**src/rtl/typedef_nibble_packer.sv**
```systemverilog
// typedef_nibble_packer: packs low-first 4-bit nibbles into framed bytes (in_valid/in_ready/in_data/in_last -> out_valid/out_ready/out_data/out_last/out_odd/out_idx, sticky err_overlong)
module typedef_nibble_packer #(
  parameter int FRAME_MAX = 16,
  parameter int IDX_W = 4
) (
  input  logic             clk,
  input  logic             rst,
  input  logic             in_valid,
  output logic             in_ready,
  input  logic [3:0]       in_data,
  input  logic             in_last,
  output logic             out_valid,
  input  logic             out_ready,
  output logic [7:0]       out_data,
  output logic             out_last,
  output logic             out_odd,
  output logic [IDX_W-1:0] out_idx,
  output logic             err_overlong
);
  typedef enum logic [1:0] {ST_LO = 2'd0, ST_HI = 2'd1} st_e;
  typedef struct packed {
    logic [7:0]       data;
    logic             last;
    logic             odd;
    logic [IDX_W-1:0] idx;
  } beat_t;
  st_e state_q, state_d;
  logic [3:0] lo_q, lo_d;
  logic [IDX_W-1:0] idx_q, idx_d;
  beat_t beat_q, beat_d, beat_n;
  logic valid_q, valid_d, err_q, err_d;
  logic accept, produce, cut;
  assign in_ready = !valid_q || out_ready;
  assign out_valid = valid_q;
  assign out_data = beat_q.data;
  assign out_last = beat_q.last;
  assign out_odd = beat_q.odd;
  assign out_idx = beat_q.idx;
  assign err_overlong = err_q;
  always_comb begin
    accept = in_valid && in_ready;
    produce = accept && (state_q == ST_HI || in_last);
    cut = produce && !in_last && idx_q == IDX_W'(FRAME_MAX - 1);
    beat_n = '{data: state_q == ST_HI ? {in_data, lo_q} : {4'h0, in_data},
               last: in_last || cut,
               odd: state_q != ST_HI,
               idx: idx_q};
    state_d = accept ? (state_q == ST_LO && !in_last ? ST_HI : ST_LO) : state_q;
    lo_d = accept && state_q == ST_LO && !in_last ? in_data : lo_q;
    idx_d = produce ? (beat_n.last ? '0 : idx_q + 1'b1) : idx_q;
    beat_d = produce ? beat_n : beat_q;
    valid_d = produce || (valid_q && !out_ready);
    err_d = err_q || cut;
  end
  always_ff @(posedge clk or posedge rst) begin
    if (rst) begin
      state_q <= ST_LO;
      lo_q <= '0;
      idx_q <= '0;
      beat_q <= '0;
      valid_q <= 1'b0;
      err_q <= 1'b0;
    end else begin
      state_q <= state_d;
      lo_q <= lo_d;
      idx_q <= idx_d;
      beat_q <= beat_d;
      valid_q <= valid_d;
      err_q <= err_d;
    end
  end
  always_ff @(posedge clk) begin
    if (!rst) begin
      assert (state_q == ST_LO || state_q == ST_HI);
      assert (!beat_q.odd || beat_q.last);
      assert (!beat_q.odd || beat_q.data[7:4] == 4'h0);
      assert (!valid_q || 32'(beat_q.idx) < FRAME_MAX);
    end
  end
endmodule

```
**config.mk**
```make
export PLATFORM = sky130hd
export DESIGN_NAME = typedef_nibble_packer
export DESIGN_NICKNAME = d
export VERILOG_FILES = /design/src/rtl/typedef_nibble_packer.sv
export SDC_FILE = /design/constraint.sdc
export NUM_CORES = 1
export LEC_CHECK = 0
export CORE_UTILIZATION = 30
export CTS_BUF_LIST = sky130_fd_sc_hd__clkbuf_8
export CTS_CLUSTER_SIZE = 14
export DETAILED_ROUTE_END_ITERATION = 8
export GPL_TIMING_DRIVEN = 0
export PLACE_DENSITY_LB_ADDON = 0.2
export SYNTH_ARGS = -nofsm -noshare
export SYNTH_HDL_FRONTEND = slang
export SYNTH_SLANG_ARGS = --single-unit
```
**constraint.sdc**
```tcl
create_clock -name clk -period 1.9 [get_ports clk]
set_input_delay 0.19 -clock clk [delete_from_list [all_inputs] [get_ports clk]]
set_output_delay 0.19 -clock clk [all_outputs]
set_load 0.1 [all_outputs]
```
==> tab_implementation.tex <==
\begin{tabular}{lr}
\hline
Metric & Value \\
\hline
\multicolumn{2}{l}{\textbf{Outcome}} \\
Outcome & finished clean \\
\multicolumn{2}{l}{\textbf{Worst setup path}} \\
Worst-path cell with the longest stage delay & sky130\_fd\_sc\_hd\_\_dfrtp\_4 \\
Critical Path Source Type & flop \\
Count of buffering cells on the critical path with inverters included & 3 \\
Endpoint required time on the critical path & between 1500 and 2000 ps \\
Endpoint arrival time on the critical path & roughly 1600 ps \\
Biggest cell delay along the critical path & around 480 ps \\
Category of the critical setup timing path & reg -> out \\
Largest delay contributor family on the critical path & buffers and inverters \\
Element type at the critical path end & output pin \\
Series of cell instances along the critical path & nor2b\_4 -> buf\_6 -> clkinvlp\_4 -> buf\_2 \\
Biggest fanout along the worst timing path & 10 \\
\multicolumn{2}{l}{\textbf{Clocking}} \\
Register clock-pin slew on the reported worst setup and hold paths & around 100 ps \\
Clock sinks & 25 \\
Root Driver & sky130\_fd\_sc\_hd\_\_clkbuf\_8 \\
Clock latency of the later-clocked register in the worst-skew pair & roughly 280 ps \\
Bufs on Longest Clock Path & 2 \\
CTS tree & yes \\
CTS H-Tree Depth & 1 \\
TritonCTS Buffers & 3 \\
Total setup buffers inserted after CTS & 0 \\
\multicolumn{2}{l}{\textbf{Global route}} \\
Wire length of the first global-routing pass & 3930 um \\
Total global routing track utilization & 13.1\% \\
Overflow after GRT & 0 \\
Antenna violations before repair & 0 \\
Number of global-route vias before repair & slightly below 800 \\
Pin count of the biggest net entering global routing & 26 \\
\multicolumn{2}{l}{\textbf{Timing}} \\
Part of the cycle the worst path needs & between 90\% and 100\% \\
Number of hold violations in the final report & 0 \\
Clock skew after layout & approximately 12 ps \\
Worst Slack Setup Final & $\sim$150 ps \\
Number of slew-limit violations in the final report & 0 \\
Number of endpoints failing setup at the final stage & 0 \\
Post-route setup TNS & 0 ps \\
Hold slack final & roughly 420 ps \\
Worst slew margin & a little over a third \\
RSZ-0062 raised after global routing & no \\
Slew of the pin with the lowest slew margin & roughly 960 ps \\
Peak Freq & 571 MHz \\
Final worst path period need & around 1800 ps \\
\multicolumn{2}{l}{\textbf{Synth}} \\
Number of enable flip-flop cells after synthesis & 0 \\
Cell with the most instances after synthesis & sky130\_fd\_sc\_hd\_\_dfrtp\_1 \\
Dominant register cell in the synthesized netlist & sky130\_fd\_sc\_hd\_\_dfrtp\_1 \\
Library cells used by synthesis & 25 \\
Share of the yosys chip area belonging to registers & a little under three fifths \\
Number of storage elements in the synthesis netlist & 25 \\
Top-area cell type share of the netlist area & 56.0\% \\
Mean post-synth cell area & between 10 and 15 sq um \\
Number of warning messages in the yosys log & 0 \\
Top cells by area, synth & sky130\_fd\_sc\_hd\_\_dfrtp\_1 (56\%), sky130\_fd\_sc\_hd\_\_mux2\_2 (16\%), sky130\_fd\_sc\_hd\_\_a22o\_2 (4.5\%) \\
Async set-or-reset flop fraction in the synthesized netlist & 100\% \\
Total nets after synthesis & 92 \\
Cell type with the highest aggregate area in the netlist & sky130\_fd\_sc\_hd\_\_dfrtp\_1 \\
Cell area after synthesis & $\sim$1100 sq um \\
Top cells by count, synth & sky130\_fd\_sc\_hd\_\_dfrtp\_1 (25), sky130\_fd\_sc\_hd\_\_mux2\_2 (16), sky130\_fd\_sc\_hd\_\_a22o\_2 (5), sky130\_fd\_sc\_hd\_\_inv\_1 (5) \\
Synthesized netlist cell count & 82 \\
\multicolumn{2}{l}{\textbf{Final layout}} \\
Share of layout cells above drive strength 1 & roughly a third \\
Final non-filler cell area & about 1500 sq um \\
Layout net count & roughly 120 \\
Post-Route Utilization & $\sim$43\% \\
Layout overhead on the synthesized area & 32.6\% \\
Antenna cells & 0 \\
Cell Count, Final, Fillers Out & 157 \\
Fill cell total of the finished layout & 343 \\
\multicolumn{2}{l}{\textbf{Route}} \\
Remaining antenna violation count after routing & 0 \\
DR WL/cell & approximately 14 um \\
Overall via count from detail\_route & between 700 and 800 \\
Initial drt markers & 37 \\
Detailed-routing iteration count for the pre-antenna-repair pass & 4 \\
Sum of routed wire length over all layers & 2240 um \\
DRC viols & 0 \\
Vias per std cell & 4.78 \\
\multicolumn{2}{l}{\textbf{Place}} \\
Worst slack at placement & -427 ps \\
Total placed instance area & approximately 1500 sq um \\
Quantity of I/O buffers inserted on ports & 25 \\
Final weighted congestion in routability-driven placement & approximately 0.79 \\
Sum of net half-perimeters after detailed placement & between 1500 and 2000 um \\
Number of cells after detailed placement & 153 \\
\multicolumn{2}{l}{\textbf{Flow run}} \\
Maxcap violations & 0 \\
\multicolumn{2}{l}{\textbf{Min path}} \\
Min-Delay Path Class & in -> async \\
\multicolumn{2}{l}{\textbf{Floorplanning}} \\
Die Y-Extent & approximately 63 um \\
FP Rows & 21 \\
Core area & 3440 sq um \\
Initial core utilization & roughly a third \\
Die width & $\sim$63 um \\
IO Count & 26 \\
Die area & about 4000 sq um \\
\multicolumn{2}{l}{\textbf{Power and ir drop}} \\
Power per standard cell area & $\sim$1500 nW/um\^{}2 \\
Worst IR drop on VDD & 0.871 mV \\
Total power after layout & approximately 2.2 mW \\
Leakage power figure & about 0.73 nW \\
\hline
\end{tabular}
==> logic make-up after synthesis <==
| family | count (synthesis) | synth area share, % |
|---|---|---|
| AO/OA/AOI/OAI | 15 | 11.2 |
| AND/OR/NAND/NOR | 16 | 9.85 |
| flip-flops | 25 | 56.0 |
| buffers and inverters | 8 | 4.37 |
| adder cells (fa/ha/maj) | 1 | 1.12 |
| multiplexers | 17 | 17.5 |
==> cells in the final DEF (no fill, tap or decap), types with 2 or more instances in the layout <==
master / n
sky130_fd_sc_hd__clkdlybuf4s50_1: 8
sky130_fd_sc_hd__clkbuf_8: 3
sky130_fd_sc_hd__nor4_1: 2
sky130_fd_sc_hd__buf_6: 2
sky130_fd_sc_hd__nor2_1: 3
sky130_fd_sc_hd__nand2b_1: 2
sky130_fd_sc_hd__a21oi_1: 3
sky130_fd_sc_hd__dfrtp_1: 24
sky130_fd_sc_hd__a21o_1: 2
sky130_fd_sc_hd__nand2_1: 2
sky130_fd_sc_hd__mux2_4: 5
sky130_fd_sc_hd__inv_1: 4
sky130_fd_sc_hd__a2111oi_0: 2
sky130_fd_sc_hd__a22o_2: 5
sky130_fd_sc_hd__dlygate4sd2_1: 16
sky130_fd_sc_hd__mux2_2: 12
==> repair_timing <==
item / CTS / global route
resized for setup: 19 / 2
gates cloned: 0 / 0
setup endpoints to repair: 17 / 1
pin swaps: 0 / 0
hold buffers: 0 / 0
==> final cells by class <==
cell class,count,area (sq um),share of cell area (%)
buffer,3,30.0,2.03
clock buffer,3,41.3,2.79
clock inverter,1,5.00,0.338
inverter,5,22.5,1.52
multi-input combinational,49,470,31.8
sequential,25,629,42.5
tap,46,57.6,3.89
timing repair buffer,25,225,15.2
==> final timing paths <==
path	from	endpoint	slack, ps	depth (start not counted)
max reg2reg	out_valid	out_data[0]	190	4
min in group clk	err_overlong	err_overlong	470	1
max in group asynchronous	rst	out_valid	800	2
min	rst	idx_q[2]	420	2
min reg2reg	err_overlong	err_overlong	470	1
max	out_valid	in_ready	150	4
==> power breakdown <==
| part | switching [mW] | internal [mW] |
|---|---|---|
| combinational | 0.867 | 0.288 |
| clock | 0.179 | 0.147 |
| sequential | 0.0780 | 0.671 |
==> sequential cells by signal, summed over array words and instances (netlist names) <==
register / cells
idx_q: 4
out_last: 1
out_valid: 1
out_data: 8
out_idx: 4
err_overlong: 1
lo_q: 4
state_q: 1
out_odd: 1
==> routing by layer <==
layer | track usage, % | wire length, um
met1 | 17.7 | 1070
met2 | 19.6 | 1050
met3 | 3.83 | 95
met4 | 4.94 | 23
met5 | 0 | 0
No activity file was read; power rests on OpenSTA's default activity.
